--- config.mk ---
export PLATFORM = sky130hd
export DESIGN_NAME = sync_fifo_param
export DESIGN_NICKNAME = d
export VERILOG_FILES = /design/src/rtl/sync_fifo_param.sv
export SDC_FILE = /design/constraint.sdc
export NUM_CORES = 1
export LEC_CHECK = 0
export BUFFER_PORTS_ARGS = -buffer_cell sky130_fd_sc_hd__buf_4
export CORE_MARGIN = 2
export CORE_UTILIZATION = 45
export DETAILED_ROUTE_END_ITERATION = 6
export GPL_TIMING_DRIVEN = 0
export PLACE_DENSITY = 0.7
export SLEW_MARGIN = 20
export SYNTH_ARGS = -nofsm -noshare
export SYNTH_HDL_FRONTEND = slang
export SYNTH_SLANG_ARGS = --single-unit
--- constraint.sdc ---
create_clock -name axi_clk -period 10.9 [get_ports axi_clk]
set_clock_uncertainty 0.05 [all_clocks]
set_input_delay 2.18 -clock axi_clk [delete_from_list [all_inputs] [get_ports axi_clk]]
set_output_delay 2.18 -clock axi_clk [all_outputs]
set_load 0.01 [all_outputs]
--- src/rtl/sync_fifo_param.sv ---
// Single-clock parameterised FIFO with almost-full/almost-empty flags and sticky overflow/underflow.
// Latency: write-to-readable 1 cycle; read data 1 cycle after pop (FWFT=0) or head shown directly (FWFT=1).
// Backpressure: writes rejected while full, reads rejected while empty; rejected attempts set ovf_o/udf_o.
module sync_fifo_param #(
   parameter int DATA_W    = 64,
   parameter int DEPTH     = 8,
   parameter int AFULL_TH  = DEPTH - 2,
   parameter int AEMPTY_TH = 2,
   parameter int FWFT      = 0
) (
   input  logic                      axi_clk,
   input  logic                      axi_resetn,
   input  logic                      flush_i,
   input  logic                      wr_en_i,
   input  logic [DATA_W-1:0]         wr_data_i,
   output logic                      wr_full_o,
   output logic                      wr_afull_o,
   input  logic                      rd_en_i,
   output logic [DATA_W-1:0]         rd_data_o,
   output logic                      rd_valid_o,
   output logic                      rd_empty_o,
   output logic                      rd_aempty_o,
   output logic [$clog2(DEPTH):0]    count_o,
   output logic                      ovf_o,
   output logic                      udf_o
);

   localparam int AW = $clog2(DEPTH);
   localparam int CW = AW + 1;
   localparam logic [CW-1:0] C_DEPTH     = CW'(DEPTH);
   localparam logic [CW-1:0] C_AFULL_TH  = CW'(AFULL_TH);
   localparam logic [CW-1:0] C_AEMPTY_TH = CW'(AEMPTY_TH);

   logic [DATA_W-1:0] r_mem [DEPTH];
   logic [AW-1:0]     r_wr_ptr;
   logic [AW-1:0]     r_rd_ptr;
   logic [CW-1:0]     r_count;
   logic              r_ovf;
   logic              r_udf;

   logic              w_full;
   logic              w_empty;
   logic              w_wr_acc;
   logic              w_rd_acc;

   // Status comes only from the registered count, so a same-cycle read never frees room for a write
   // and a same-cycle write never makes a read legal.
   assign w_full   = (r_count == C_DEPTH);
   assign w_empty  = (r_count == '0);
   assign w_wr_acc = wr_en_i & ~w_full & ~flush_i;
   assign w_rd_acc = rd_en_i & ~w_empty & ~flush_i;

   assign wr_full_o   = w_full;
   assign rd_empty_o  = w_empty;
   assign wr_afull_o  = (r_count >= C_AFULL_TH);
   assign rd_aempty_o = (r_count <= C_AEMPTY_TH);
   assign count_o     = r_count;
   assign ovf_o       = r_ovf;
   assign udf_o       = r_udf;

   // Storage array: no reset, written only on an accepted write.
   always_ff @(posedge axi_clk) begin
      if (w_wr_acc) begin
         r_mem[r_wr_ptr] <= wr_data_i;
      end
   end

   // Pointers, occupancy and sticky error flags; flush returns everything to the empty state.
   always_ff @(posedge axi_clk or negedge axi_resetn) begin
      if (!axi_resetn) begin
         r_wr_ptr <= '0;
         r_rd_ptr <= '0;
         r_count  <= '0;
         r_ovf    <= 1'b0;
         r_udf    <= 1'b0;
      end else if (flush_i) begin
         r_wr_ptr <= '0;
         r_rd_ptr <= '0;
         r_count  <= '0;
         r_ovf    <= 1'b0;
         r_udf    <= 1'b0;
      end else begin
         // DEPTH is a power of two, so natural overflow of the pointer is the modulo wrap.
         if (w_wr_acc) r_wr_ptr <= r_wr_ptr + AW'(1);
         if (w_rd_acc) r_rd_ptr <= r_rd_ptr + AW'(1);
         if (w_wr_acc && !w_rd_acc) begin
            r_count <= r_count + CW'(1);
         end else if (!w_wr_acc && w_rd_acc) begin
            r_count <= r_count - CW'(1);
         end
         if (wr_en_i && w_full)  r_ovf <= 1'b1;
         if (rd_en_i && w_empty) r_udf <= 1'b1;
      end
   end

   generate
      if (FWFT != 0) begin : g_fwft
         // Head entry is shown directly; zero while empty so reset/empty never exposes stale memory.
         assign rd_data_o  = w_empty ? '0 : r_mem[r_rd_ptr];
         assign rd_valid_o = ~w_empty;
      end else begin : g_reg
         logic [DATA_W-1:0] r_rd_data;
         logic              r_rd_valid;

         // Registered read: capture the head on a pop, valid for exactly the following cycle.
         always_ff @(posedge axi_clk or negedge axi_resetn) begin
            if (!axi_resetn) begin
               r_rd_data  <= '0;
               r_rd_valid <= 1'b0;
            end else begin
               r_rd_valid <= w_rd_acc;
               if (w_rd_acc) begin
                  r_rd_data <= r_mem[r_rd_ptr];
               end
            end
         end

         assign rd_data_o  = r_rd_data;
         assign rd_valid_o = r_rd_valid;
      end
   endgenerate

endmodule

### Word-level counts from Yosys, hierarchy flattened

Memory sizes are Yosys's and may differ from the RTL's. A register that Yosys moved wholly into a read port is not among the register bits.
Index checks and enable logic that the tools add are counted.
Widths: inputs -> output; s select.

| cells by class | value |
|---|---|
| reductions and logical operators | 13 |
| multiplexer cells | 13 |
| bitwise operators | 7 |
| $lt $le $gt $ge | 2 |
| add/sub/neg operators | 4 |
| equality and inequality tests | 1 |

Operators by type and width:

| operator | number |
|---|---|
| $mux 3 | 4 |
| $mux 4 | 3 |
| $reduce_bool 2->1 | 4 |
| $add 3x1->3 const B | 2 |
| $mux 1 | 6 |
| $add 4x1->4 const B | 1 |
| $and 1x1->1 | 4 |
| $eq 4x4->1 const B | 1 |
| $ge 4x3->1 const B | 1 |
| $le 4x2->1 const B | 1 |
| $logic_and 1x1->1 | 4 |
| $logic_not 4->1 | 1 |
| $sub 4x1->4 const B | 1 |
| $logic_not 1->1 | 3 |
| $not 1->1 | 3 |
| $reduce_bool 3->1 | 1 |

| word-level totals | value |
|---|---|
| memory bits (writable) | 512 |
| input bits | 69 |
| register bits after elaboration | 13 |
| memories kept | 1 |
| output and inout port bits | 75 |

Memories:

| memory | depth | width | read ports | clocked after Yosys merged registers in | wr ports | RTL line | text |
|---|---|---|---|---|---|---|---|
| r_mem | 8 | 64 | 1 | 1 | 1 | 34 | `logic [DATA_W-1:0] r_mem [DEPTH];` |

### Longest topological paths before layout

Gate-level depths: netlist of the first run.

| logic depth | value |
|---|---|
| depth after elaboration | 9 |
| mapped depth | 11 |
| depth with buffers taken out | 9 |

### Least setup slack after synthesis of the first run

Ideal clock, no wire load.

| timing path | value |
|---|---|
| path kind | in2reg |
| start | input port wr_en_i |
| end | memory r_mem[0][0] (enable) |
| setup slack | 3017 ps |
| buffers on the path | 1 |
| stages on the path | 4 |
| library setup time | 565 ps |
| required time | 10285 ps |
| arrival | 7269 ps |
| cell sequence | clkbuf_1 nor3b_1 nand2b_1 nor3_1 |

| between the ends | value |
|---|---|
| longest elaborated chain between the ends | 4 |

RTL lines:

| what | RTL line | text |
|---|---|---|
| start, declared | 14 | `input logic wr_en_i,` |
| $and 1x1->1 (2 in series) | 50 | `assign w_wr_acc = wr_en_i & ~w_full & ~flush_i;` |
| $mux 1 | 63 | `if (w_wr_acc) begin` |
| $mux 1 (not written as such) | 64 | `r_mem[r_wr_ptr] <= wr_data_i;` |
| end, declared | 34 |  |

No other way between the ends.

### Final worst setup path of the first run

| timing path | value |
|---|---|
| start | input port wr_en_i |
| end | memory r_mem[0][4] (enable) |

Same word-level chain as after synthesis.

==> results of run 1 <==
==> layer usage <==
layer | GRT usage, % | up-vias | wire (um)
met2 | 30.6 | 283 | 22900
met3 | 3.68 | 63 | 2590
met5 | 0 | - | 13
met4 | 5.28 | 2 | 887
met1 | 25.6 | 5619 | 19700
li1 | - | 4714 | -
==> placed cells by master, fill, tap and decap left out, types with 10 or more instances in the layout <==
| master | count |
|---|---|
| sky130_fd_sc_hd__clkbuf_1 | 45 |
| sky130_fd_sc_hd__mux2i_1 | 67 |
| sky130_fd_sc_hd__buf_12 | 10 |
| sky130_fd_sc_hd__a21oi_1 | 70 |
| sky130_fd_sc_hd__buf_4 | 155 |
| sky130_fd_sc_hd__edfxtp_1 | 512 |
| sky130_fd_sc_hd__buf_2 | 17 |
| sky130_fd_sc_hd__mux4_2 | 128 |
| sky130_fd_sc_hd__clkinv_2 | 11 |
| sky130_fd_sc_hd__dfrtp_1 | 77 |
| sky130_fd_sc_hd__clkbuf_16 | 58 |
| sky130_fd_sc_hd__nor2_1 | 75 |
==> stage by stage <==
stage                     power (mW)  setup TNS [ns]  std cells  cell area, um2  utilization [%]
final                           6.13               0       1992           26600             54.5
after global routing            6.42               0       1991           26600             54.5
after CTS                       6.22               0       1991           26600             54.5
after detailed placement        4.20               0       1881           24600             50.5
after global placement          4.17         -193.82       1845           24000             49.2
after floorplan                 3.66               0       1039           22100                -
==> cell families (layout without fill, tap and decap cells) <==
| family | after synthesis | in the layout | synth area share (%) |
|---|---|---|---|
| XOR/XNOR | 6 | 6 | 0.238 |
| multiplexers | 195 | 195 | 16.1 |
| flip-flops | 589 | 589 | 78.3 |
| buffers and inverters | 60 | 348 | 1.15 |
| other | 0 | 1 | 0 |
| AO/OA/AOI/OAI | 80 | 80 | 1.98 |
| AND/OR/NAND/NOR | 104 | 104 | 1.95 |
| adder cells (fa/ha/maj) | 5 | 5 | 0.317 |
==> cell usage after synthesis, types with 3 or more instances <==
| cell | count | area [um2] |
|---|---|---|
| sky130_fd_sc_hd__xor2_1 | 3 | 26.3 |
| sky130_fd_sc_hd__clkbuf_1 | 34 | 128 |
| sky130_fd_sc_hd__nor2_1 | 81 | 304 |
| sky130_fd_sc_hd__edfxtp_1 | 512 | 15400 |
| sky130_fd_sc_hd__buf_1 | 3 | 11.3 |
| sky130_fd_sc_hd__xnor2_1 | 3 | 26.3 |
| sky130_fd_sc_hd__nand3_1 | 4 | 20.0 |
| sky130_fd_sc_hd__nor3_1 | 3 | 15.0 |
| sky130_fd_sc_hd__mux2i_1 | 67 | 671 |
| sky130_fd_sc_hd__inv_1 | 5 | 18.8 |
| sky130_fd_sc_hd__a211oi_1 | 4 | 30.0 |
| sky130_fd_sc_hd__dfrtp_1 | 77 | 1930 |
| sky130_fd_sc_hd__mux4_2 | 128 | 2880 |
| sky130_fd_sc_hd__buf_2 | 17 | 85.1 |
| sky130_fd_sc_hd__a21oi_1 | 70 | 350 |
| sky130_fd_sc_hd__nand2b_1 | 4 | 25.0 |
| sky130_fd_sc_hd__ha_1 | 4 | 50.1 |
| sky130_fd_sc_hd__nand2_1 | 7 | 26.3 |
==> worst max-delay path, cell delays in order <==
cell and delay (ns):
sky130_fd_sc_hd__clkbuf_1 0.34, sky130_fd_sc_hd__nor3b_1 0.40, sky130_fd_sc_hd__nand2b_1 0.30, sky130_fd_sc_hd__nor3_2 0.71, sky130_fd_sc_hd__buf_6 0.23, sky130_fd_sc_hd__buf_6 0.15
sky130_fd_sc_hd__buf_4 0.20, sky130_fd_sc_hd__buf_4 0.21
==> worst max path at each step <==
| stage | start | cells past startpoint | to |
|---|---|---|---|
| 2_1_floorplan | wr_en_i | 4 | r_mem[0][0] |
| 5_1_grt | wr_en_i | 8 | r_mem[0][4] |
| 4_1_cts | wr_en_i | 8 | r_mem[0][4] |
| 3_5_place_dp | wr_en_i | 8 | r_mem[0][6] |
| 6_report | wr_en_i | 8 | r_mem[0][4] |
| 3_3_place_gp | wr_en_i | 4 | r_mem[1][7] |
==> state kept, by name, summed over array words and instances, names as in the netlist <==
register and cells:
r_mem 512, rd_data_o 64, count_o 4, r_rd_ptr 3, r_wr_ptr 3, ovf_o 1, rd_valid_o 1, udf_o 1
==> cell type report <==
class                           count  area, um2  area share, %
Sequential cell                   589      17300           65.1
Clock buffer                       75       1570           5.89
Buffer                             55        236          0.890
Multi-Input combinational cell    390       4600           17.3
Antenna cell                        1       2.50        0.00942
Clock inverter                     35        378           1.42
Timing Repair Buffer              178       1640           6.17
Inverter                            5       18.8         0.0706
Tap cell                          664        831           3.13
==> where the power goes <==
part / leakage, nW / internal, mW / switching, mW
Sequential: 5.50 / 2.64 / 0.102
Clock: 0.947 / 1.17 / 0.844
Combinational: 2.29 / 0.686 / 0.695
Total: 8.73 / 4.49 / 1.64
==> flow_results.xml, run 1 <==
<?xml version="1.0" encoding="UTF-8"?>
<metrics>
  <group name="clock_network">
    <metric name="postCtsResizedCells" unit="">0</metric>
    <metric name="clkLatencyLatePin" unit="ns">0.61</metric>
    <metric name="root_buffer" unit="">sky130_fd_sc_hd__clkbuf_16</metric>
    <metric name="number_of_buffers_inserted_for_hold_repair_after_clock_tree_synthesis" unit="">0</metric>
    <metric name="clock_sinks" unit="">589</metric>
    <metric name="postCtsSetupRepairBufs" unit="">0</metric>
    <metric name="worst_setup_hold_path_clk_slew" unit="ns">0.06</metric>
    <metric name="tritoncts.num_buffers" unit="">58</metric>
    <metric name="max-clock-path-buffers" unit="">3</metric>
    <metric name="clock_tree.htree_level_count" unit="">2</metric>
    <metric name="clock_tree_from_tritoncts" unit="">built</metric>
  </group>
  <group name="setup_path">
    <metric name="worstPathRequired" unit="ns">11.16</metric>
    <metric name="worst_r2r_endpoint" unit="">r_mem[0][4]</metric>
    <metric name="reg2regPathDepth" unit="">11</metric>
    <metric name="regToRegStartpoint" unit="">count_o[1]</metric>
    <metric name="critPathKind" unit="">input pin to flop</metric>
    <metric name="regToRegSetupSlack" unit="ns">7.36</metric>
    <metric name="worst-endpoint-arrival" unit="ns">4.74</metric>
    <metric name="critPathLaunchType" unit="">input pin</metric>
    <metric name="setup.worst_path.end_class" unit="">flop</metric>
    <metric name="critical_path.max_fanout" unit="">10</metric>
  </group>
  <group name="cells_and_area">
    <metric name="layout_cells_sized_above_1" unit="%">32.3</metric>
    <metric name="filler_cell_count" unit="">3713</metric>
    <metric name="area.growth.synth_to_final" unit="%">20.2</metric>
    <metric name="nNetsFinal" unit="">1351</metric>
  </group>
  <group name="placement">
    <metric name="input_output_buffers" unit="">142</metric>
    <metric name="gpl.final_weighted_congestion" unit="">0.708</metric>
    <metric name="dpl_worst_slack" unit="ns">5.80</metric>
    <metric name="post-dp-hpwl" unit="mm">29.4</metric>
  </group>
  <group name="routing">
    <metric name="drc" unit="">0</metric>
    <metric name="antenna_left" unit="">0</metric>
    <metric name="vias" unit="">10681</metric>
    <metric name="totalWireLength" unit="mm">46.1</metric>
    <metric name="mean_routed_wirelength_per_cell" unit="um">23.1</metric>
    <metric name="detail_route.iter0.violations" unit="">831</metric>
    <metric name="drt_pre_antenna_iters" unit="">6</metric>
    <metric name="vias_per_cell" unit="">5.36</metric>
  </group>
  <group name="grt">
    <metric name="number_of_global_route_vias_before_repair" unit="">11153</metric>
    <metric name="grt_overflow" unit="">0</metric>
    <metric name="grt_util_all_layers" unit="%">18.6</metric>
    <metric name="grt_antenna_before_repair" unit="">2</metric>
    <metric name="pin_count_of_the_biggest_net_entering_global_routing" unit="">78</metric>
    <metric name="global_route_wire_length_before_repair" unit="mm">69.2</metric>
  </group>
  <group name="yosys">
    <metric name="post_synth_top_flop" unit="">sky130_fd_sc_hd__edfxtp_1</metric>
    <metric name="synthesis.yosys.warnings" unit="">0</metric>
    <metric name="postSynth.asyncResetShare" unit="%">13.1</metric>
    <metric name="synth.distinct_cells" unit="">29</metric>
    <metric name="seq_cells_post_synth" unit="">589</metric>
    <metric name="netlist_instances" unit="">1039</metric>
    <metric name="synth_seq_area_share" unit="%">78.3</metric>
    <metric name="synth_edf_count" unit="">512</metric>
    <metric name="postSynthAreaPerCell" unit="um2">21.3</metric>
    <metric name="syn-cell-area" unit="um2">22100</metric>
    <metric name="syn-num-nets" unit="">1113</metric>
  </group>
  <group name="min_path">
    <metric name="min_delay_worst_endpoint" unit="">ovf_o</metric>
    <metric name="worstHoldPathCells" unit="">2</metric>
    <metric name="hold_start" unit="">ovf_o</metric>
    <metric name="hp-class" unit="">flop to flop</metric>
  </group>
  <group name="sta">
    <metric name="setup-violations-final" unit="">0</metric>
    <metric name="timing.final.crit_share" unit="%">41.1</metric>
    <metric name="worst_slack" unit="ns">6.42</metric>
    <metric name="fin_crit" unit="ns">4.48</metric>
    <metric name="whs" unit="ns">0.456</metric>
    <metric name="timing.final.max_slew_violations" unit="">0</metric>
    <metric name="tightestPinTransition" unit="ns">0.969</metric>
    <metric name="max_clock_freq" unit="MHz">223</metric>
    <metric name="grt_setup_unrepaired" unit="">no</metric>
    <metric name="hold_viol_final" unit="">0</metric>
    <metric name="rel_slew_slack" unit="%">35.4</metric>
  </group>
  <group name="floorplanning">
    <metric name="design.core.area" unit="um2">48700</metric>
    <metric name="initial_utilization" unit="%">45.3</metric>
    <metric name="floorplan.io_pins" unit="">144</metric>
    <metric name="fp.dieH" unit="um">226</metric>
    <metric name="rows" unit="">81</metric>
    <metric name="die_x" unit="um">226</metric>
    <metric name="floorplan.die_area" unit="um2">50900</metric>
  </group>
  <group name="pwr">
    <metric name="vdd.ir_drop.worst" unit="mV">0.142</metric>
    <metric name="cellPowerDensity" unit="nW/um2">231</metric>
    <metric name="power.leakage" unit="nW">8.73</metric>
  </group>
  <group name="status">
    <metric name="run_status" unit="">finished clean</metric>
  </group>
  <group name="flow_run">
    <metric name="cap_violations" unit="">0</metric>
  </group>
</metrics>
Power figures use the tool's default switching activity.
==> run 2: changes to the inputs <==
--- a/config.mk
+++ b/config.mk
@@ -10,7 +10,7 @@
 export CORE_UTILIZATION = 45
 export DETAILED_ROUTE_END_ITERATION = 6
 export GPL_TIMING_DRIVEN = 0
-export PLACE_DENSITY = 0.7
+export PLACE_DENSITY = 0.73
 export SLEW_MARGIN = 20
 export SYNTH_ARGS = -nofsm -noshare
 export SYNTH_HDL_FRONTEND = slang
==> constraint.sdc (replaced) <==
create_clock -name axi_clk -period 3.6 [get_ports axi_clk]
set_clock_uncertainty 0.05 [all_clocks]
set_input_delay 0.72 -clock axi_clk [delete_from_list [all_inputs] [get_ports axi_clk]]
set_output_delay 0.72 -clock axi_clk [all_outputs]
set_load 0.01 [all_outputs]
==> flow_results.xml, run 2 (same netlist as run 1, synthesis figures left out) <==
<?xml version="1.0" encoding="UTF-8"?>
<metrics>
  <group name="cells_and_area">
    <metric name="largest_register_ff_count" unit="">512</metric>
    <metric name="layout_commonest_cell" unit="">sky130_fd_sc_hd__edfxtp_1</metric>
    <metric name="filler_cell_count" unit="">3653</metric>
    <metric name="area.growth.synth_to_final" unit="%">21.1</metric>
    <metric name="nNetsFinal" unit="">1348</metric>
    <metric name="max_flop_register" unit="">r_mem</metric>
    <metric name="final_cell_mix" unit="">512 x sky130_fd_sc_hd__edfxtp_1, 144 x sky130_fd_sc_hd__buf_4, 128 x sky130_fd_sc_hd__mux4_2</metric>
    <metric name="layout_cells_sized_above_1" unit="%">32.3</metric>
  </group>
  <group name="setup_path">
    <metric name="setup.worst_path.end_class" unit="">flop</metric>
    <metric name="critical_path.max_fanout" unit="">12</metric>
    <metric name="critPathLaunchType" unit="">flop</metric>
    <metric name="worstPathRequired" unit="ns">3.87</metric>
    <metric name="critical-path-max-stage-delay" unit="ns">0.48</metric>
    <metric name="critPathKind" unit="">flop to flop</metric>
    <metric name="regToRegSetupSlack" unit="ns">0.28</metric>
    <metric name="timing.critical_path.cells" unit="">buf_2 -&gt; or4b_1 -&gt; buf_2 -&gt; inv_1 -&gt; nor3b_1 -&gt; nand2b_1 -&gt; nor3_4 -&gt; buf_8 -&gt; buf_8 -&gt; buf_8 -&gt; buf_6</metric>
    <metric name="worst-endpoint-arrival" unit="ns">3.59</metric>
    <metric name="cpMaxStageDelayCell" unit="">sky130_fd_sc_hd__nor3_4</metric>
    <metric name="number_of_buffers_and_inverters_on_the_critical_path" unit="">7</metric>
    <metric name="critical-path-top-cell-by-count" unit="">sky130_fd_sc_hd__buf_8</metric>
    <metric name="crit_family" unit="">simple AND/OR/NAND/NOR gates</metric>
  </group>
  <group name="clock_network">
    <metric name="number_of_buffers_inserted_for_hold_repair_after_clock_tree_synthesis" unit="">0</metric>
    <metric name="postCtsResizedCells" unit="">0</metric>
    <metric name="worst_setup_hold_path_clk_slew" unit="ns">0.06</metric>
    <metric name="root_buffer" unit="">sky130_fd_sc_hd__clkbuf_16</metric>
    <metric name="max-clock-path-buffers" unit="">3</metric>
    <metric name="clkLatencyLatePin" unit="ns">0.61</metric>
    <metric name="postCtsSetupRepairBufs" unit="">0</metric>
    <metric name="clock_tree.htree_level_count" unit="">2</metric>
    <metric name="clock_sinks" unit="">589</metric>
    <metric name="clock_tree_from_tritoncts" unit="">built</metric>
    <metric name="tritoncts.num_buffers" unit="">58</metric>
  </group>
  <group name="floorplanning">
    <metric name="initial_utilization" unit="%">45.3</metric>
    <metric name="floorplan.io_pins" unit="">144</metric>
    <metric name="rows" unit="">81</metric>
    <metric name="fp.dieH" unit="um">226</metric>
    <metric name="floorplan.die_area" unit="um2">50900</metric>
    <metric name="die_x" unit="um">226</metric>
    <metric name="design.core.area" unit="um2">48700</metric>
  </group>
  <group name="pwr">
    <metric name="vdd.ir_drop.worst" unit="mV">0.385</metric>
    <metric name="cellPowerDensity" unit="nW/um2">706</metric>
    <metric name="power.leakage" unit="nW">8.80</metric>
  </group>
  <group name="routing">
    <metric name="drt_pre_antenna_iters" unit="">4</metric>
    <metric name="vias_per_cell" unit="">5.33</metric>
    <metric name="totalWireLength" unit="mm">45.9</metric>
    <metric name="detail_route.iter0.violations" unit="">793</metric>
    <metric name="drc" unit="">0</metric>
    <metric name="antenna_left" unit="">0</metric>
    <metric name="mean_routed_wirelength_per_cell" unit="um">23.1</metric>
    <metric name="vias" unit="">10611</metric>
  </group>
  <group name="sta">
    <metric name="rel_slew_slack" unit="%">32.3</metric>
    <metric name="fin_crit" unit="ns">3.32</metric>
    <metric name="max_clock_freq" unit="MHz">301</metric>
    <metric name="total_negative_slack" unit="ns">0</metric>
    <metric name="hold_viol_final" unit="">0</metric>
    <metric name="whs" unit="ns">0.0409</metric>
    <metric name="tightestPinTransition" unit="ns">1.02</metric>
    <metric name="timing.final.crit_share" unit="%">92.2</metric>
    <metric name="setup-violations-final" unit="">0</metric>
    <metric name="grt_setup_unrepaired" unit="">no</metric>
    <metric name="timing.final.max_slew_violations" unit="">0</metric>
  </group>
  <group name="grt">
    <metric name="number_of_global_route_vias_before_repair" unit="">11175</metric>
    <metric name="grt_util_all_layers" unit="%">18.5</metric>
    <metric name="pin_count_of_the_biggest_net_entering_global_routing" unit="">42</metric>
    <metric name="global_route_wire_length_before_repair" unit="mm">69.0</metric>
    <metric name="grt_overflow" unit="">0</metric>
    <metric name="grt_antenna_before_repair" unit="">3</metric>
  </group>
  <group name="status">
    <metric name="run_status" unit="">finished clean</metric>
  </group>
  <group name="min_path">
    <metric name="hp-class" unit="">input pin to async pin</metric>
  </group>
  <group name="placement">
    <metric name="post-dp-hpwl" unit="mm">29.5</metric>
    <metric name="input_output_buffers" unit="">142</metric>
    <metric name="gpl.final_weighted_congestion" unit="">0.728</metric>
  </group>
  <group name="flow_run">
    <metric name="cap_violations" unit="">0</metric>
  </group>
</metrics>
## run 2: metal layers
metal	routed length [um]	track usage [%]
met1	19200	24.8
met2	23000	31.2
met3	2730	3.47
met4	913	5.45
met5	14	0
## run 2: final cells by class
class                           instances  area, um2  share of cell area [%]
Tap cell                              664        831                    3.10
Antenna cell                            2       5.00                  0.0187
Clock inverter                         33        430                    1.61
Sequential cell                       589      17300                    64.6
Inverter                                5       18.8                  0.0701
Buffer                                 55        236                   0.883
Timing Repair Buffer                  175       1700                    6.36
Multi-Input combinational cell        390       4610                    17.2
Clock buffer                           76       1630                    6.09
## run 2: power breakdown
group	switching (mW)	internal [mW]	total [mW]
Combinational	2.10	2.08	4.19
Clock	2.51	3.90	6.41
Sequential	0.303	8.00	8.30
## run 2: worst paths after layout
path                                       to  depth (start not counted)  startpoint
max in group asynchronous       rd_data_o[56]                          2  axi_resetn
worst min-delay path            rd_data_o[31]                          1  axi_resetn
worst max register to register    r_mem[0][7]                         11  count_o[3]
min in group axi_clk               count_o[1]                          2     flush_i
worst min register to register          ovf_o                          2       ovf_o
worst max-delay path              r_mem[0][7]                         11  count_o[3]
## run 2: per-stage QoR
| stage | total power, mW | instances | instance area [um2] | worst slack, ns | util [%] |
|---|---|---|---|---|---|
| floorplan | 11.1 | 1039 | 22100 | -0.103 | - |
| global placement | 12.6 | 1845 | 24000 | -1.98 | 49.3 |
| detailed placement | 12.7 | 1876 | 24700 | 0.0162 | 50.6 |
| CTS | 19.1 | 1985 | 26700 | 0.145 | 54.9 |
| global route | 19.8 | 1988 | 26800 | 0.0156 | 54.9 |
| finish | 18.9 | 1989 | 26800 | 0.281 | 54.9 |
## run 2: worst reg2reg max path, stage by stage, from the launching register on
cell and delay (ns):
sky130_fd_sc_hd__dfrtp_1 0.38, sky130_fd_sc_hd__buf_2 0.18, sky130_fd_sc_hd__or4b_1 0.17, sky130_fd_sc_hd__buf_2 0.16, sky130_fd_sc_hd__inv_1 0.09, sky130_fd_sc_hd__nor3b_1 0.39
sky130_fd_sc_hd__nand2b_1 0.33, sky130_fd_sc_hd__nor3_4 0.49, sky130_fd_sc_hd__buf_8 0.24, sky130_fd_sc_hd__buf_8 0.18, sky130_fd_sc_hd__buf_8 0.18, sky130_fd_sc_hd__buf_6 0.18
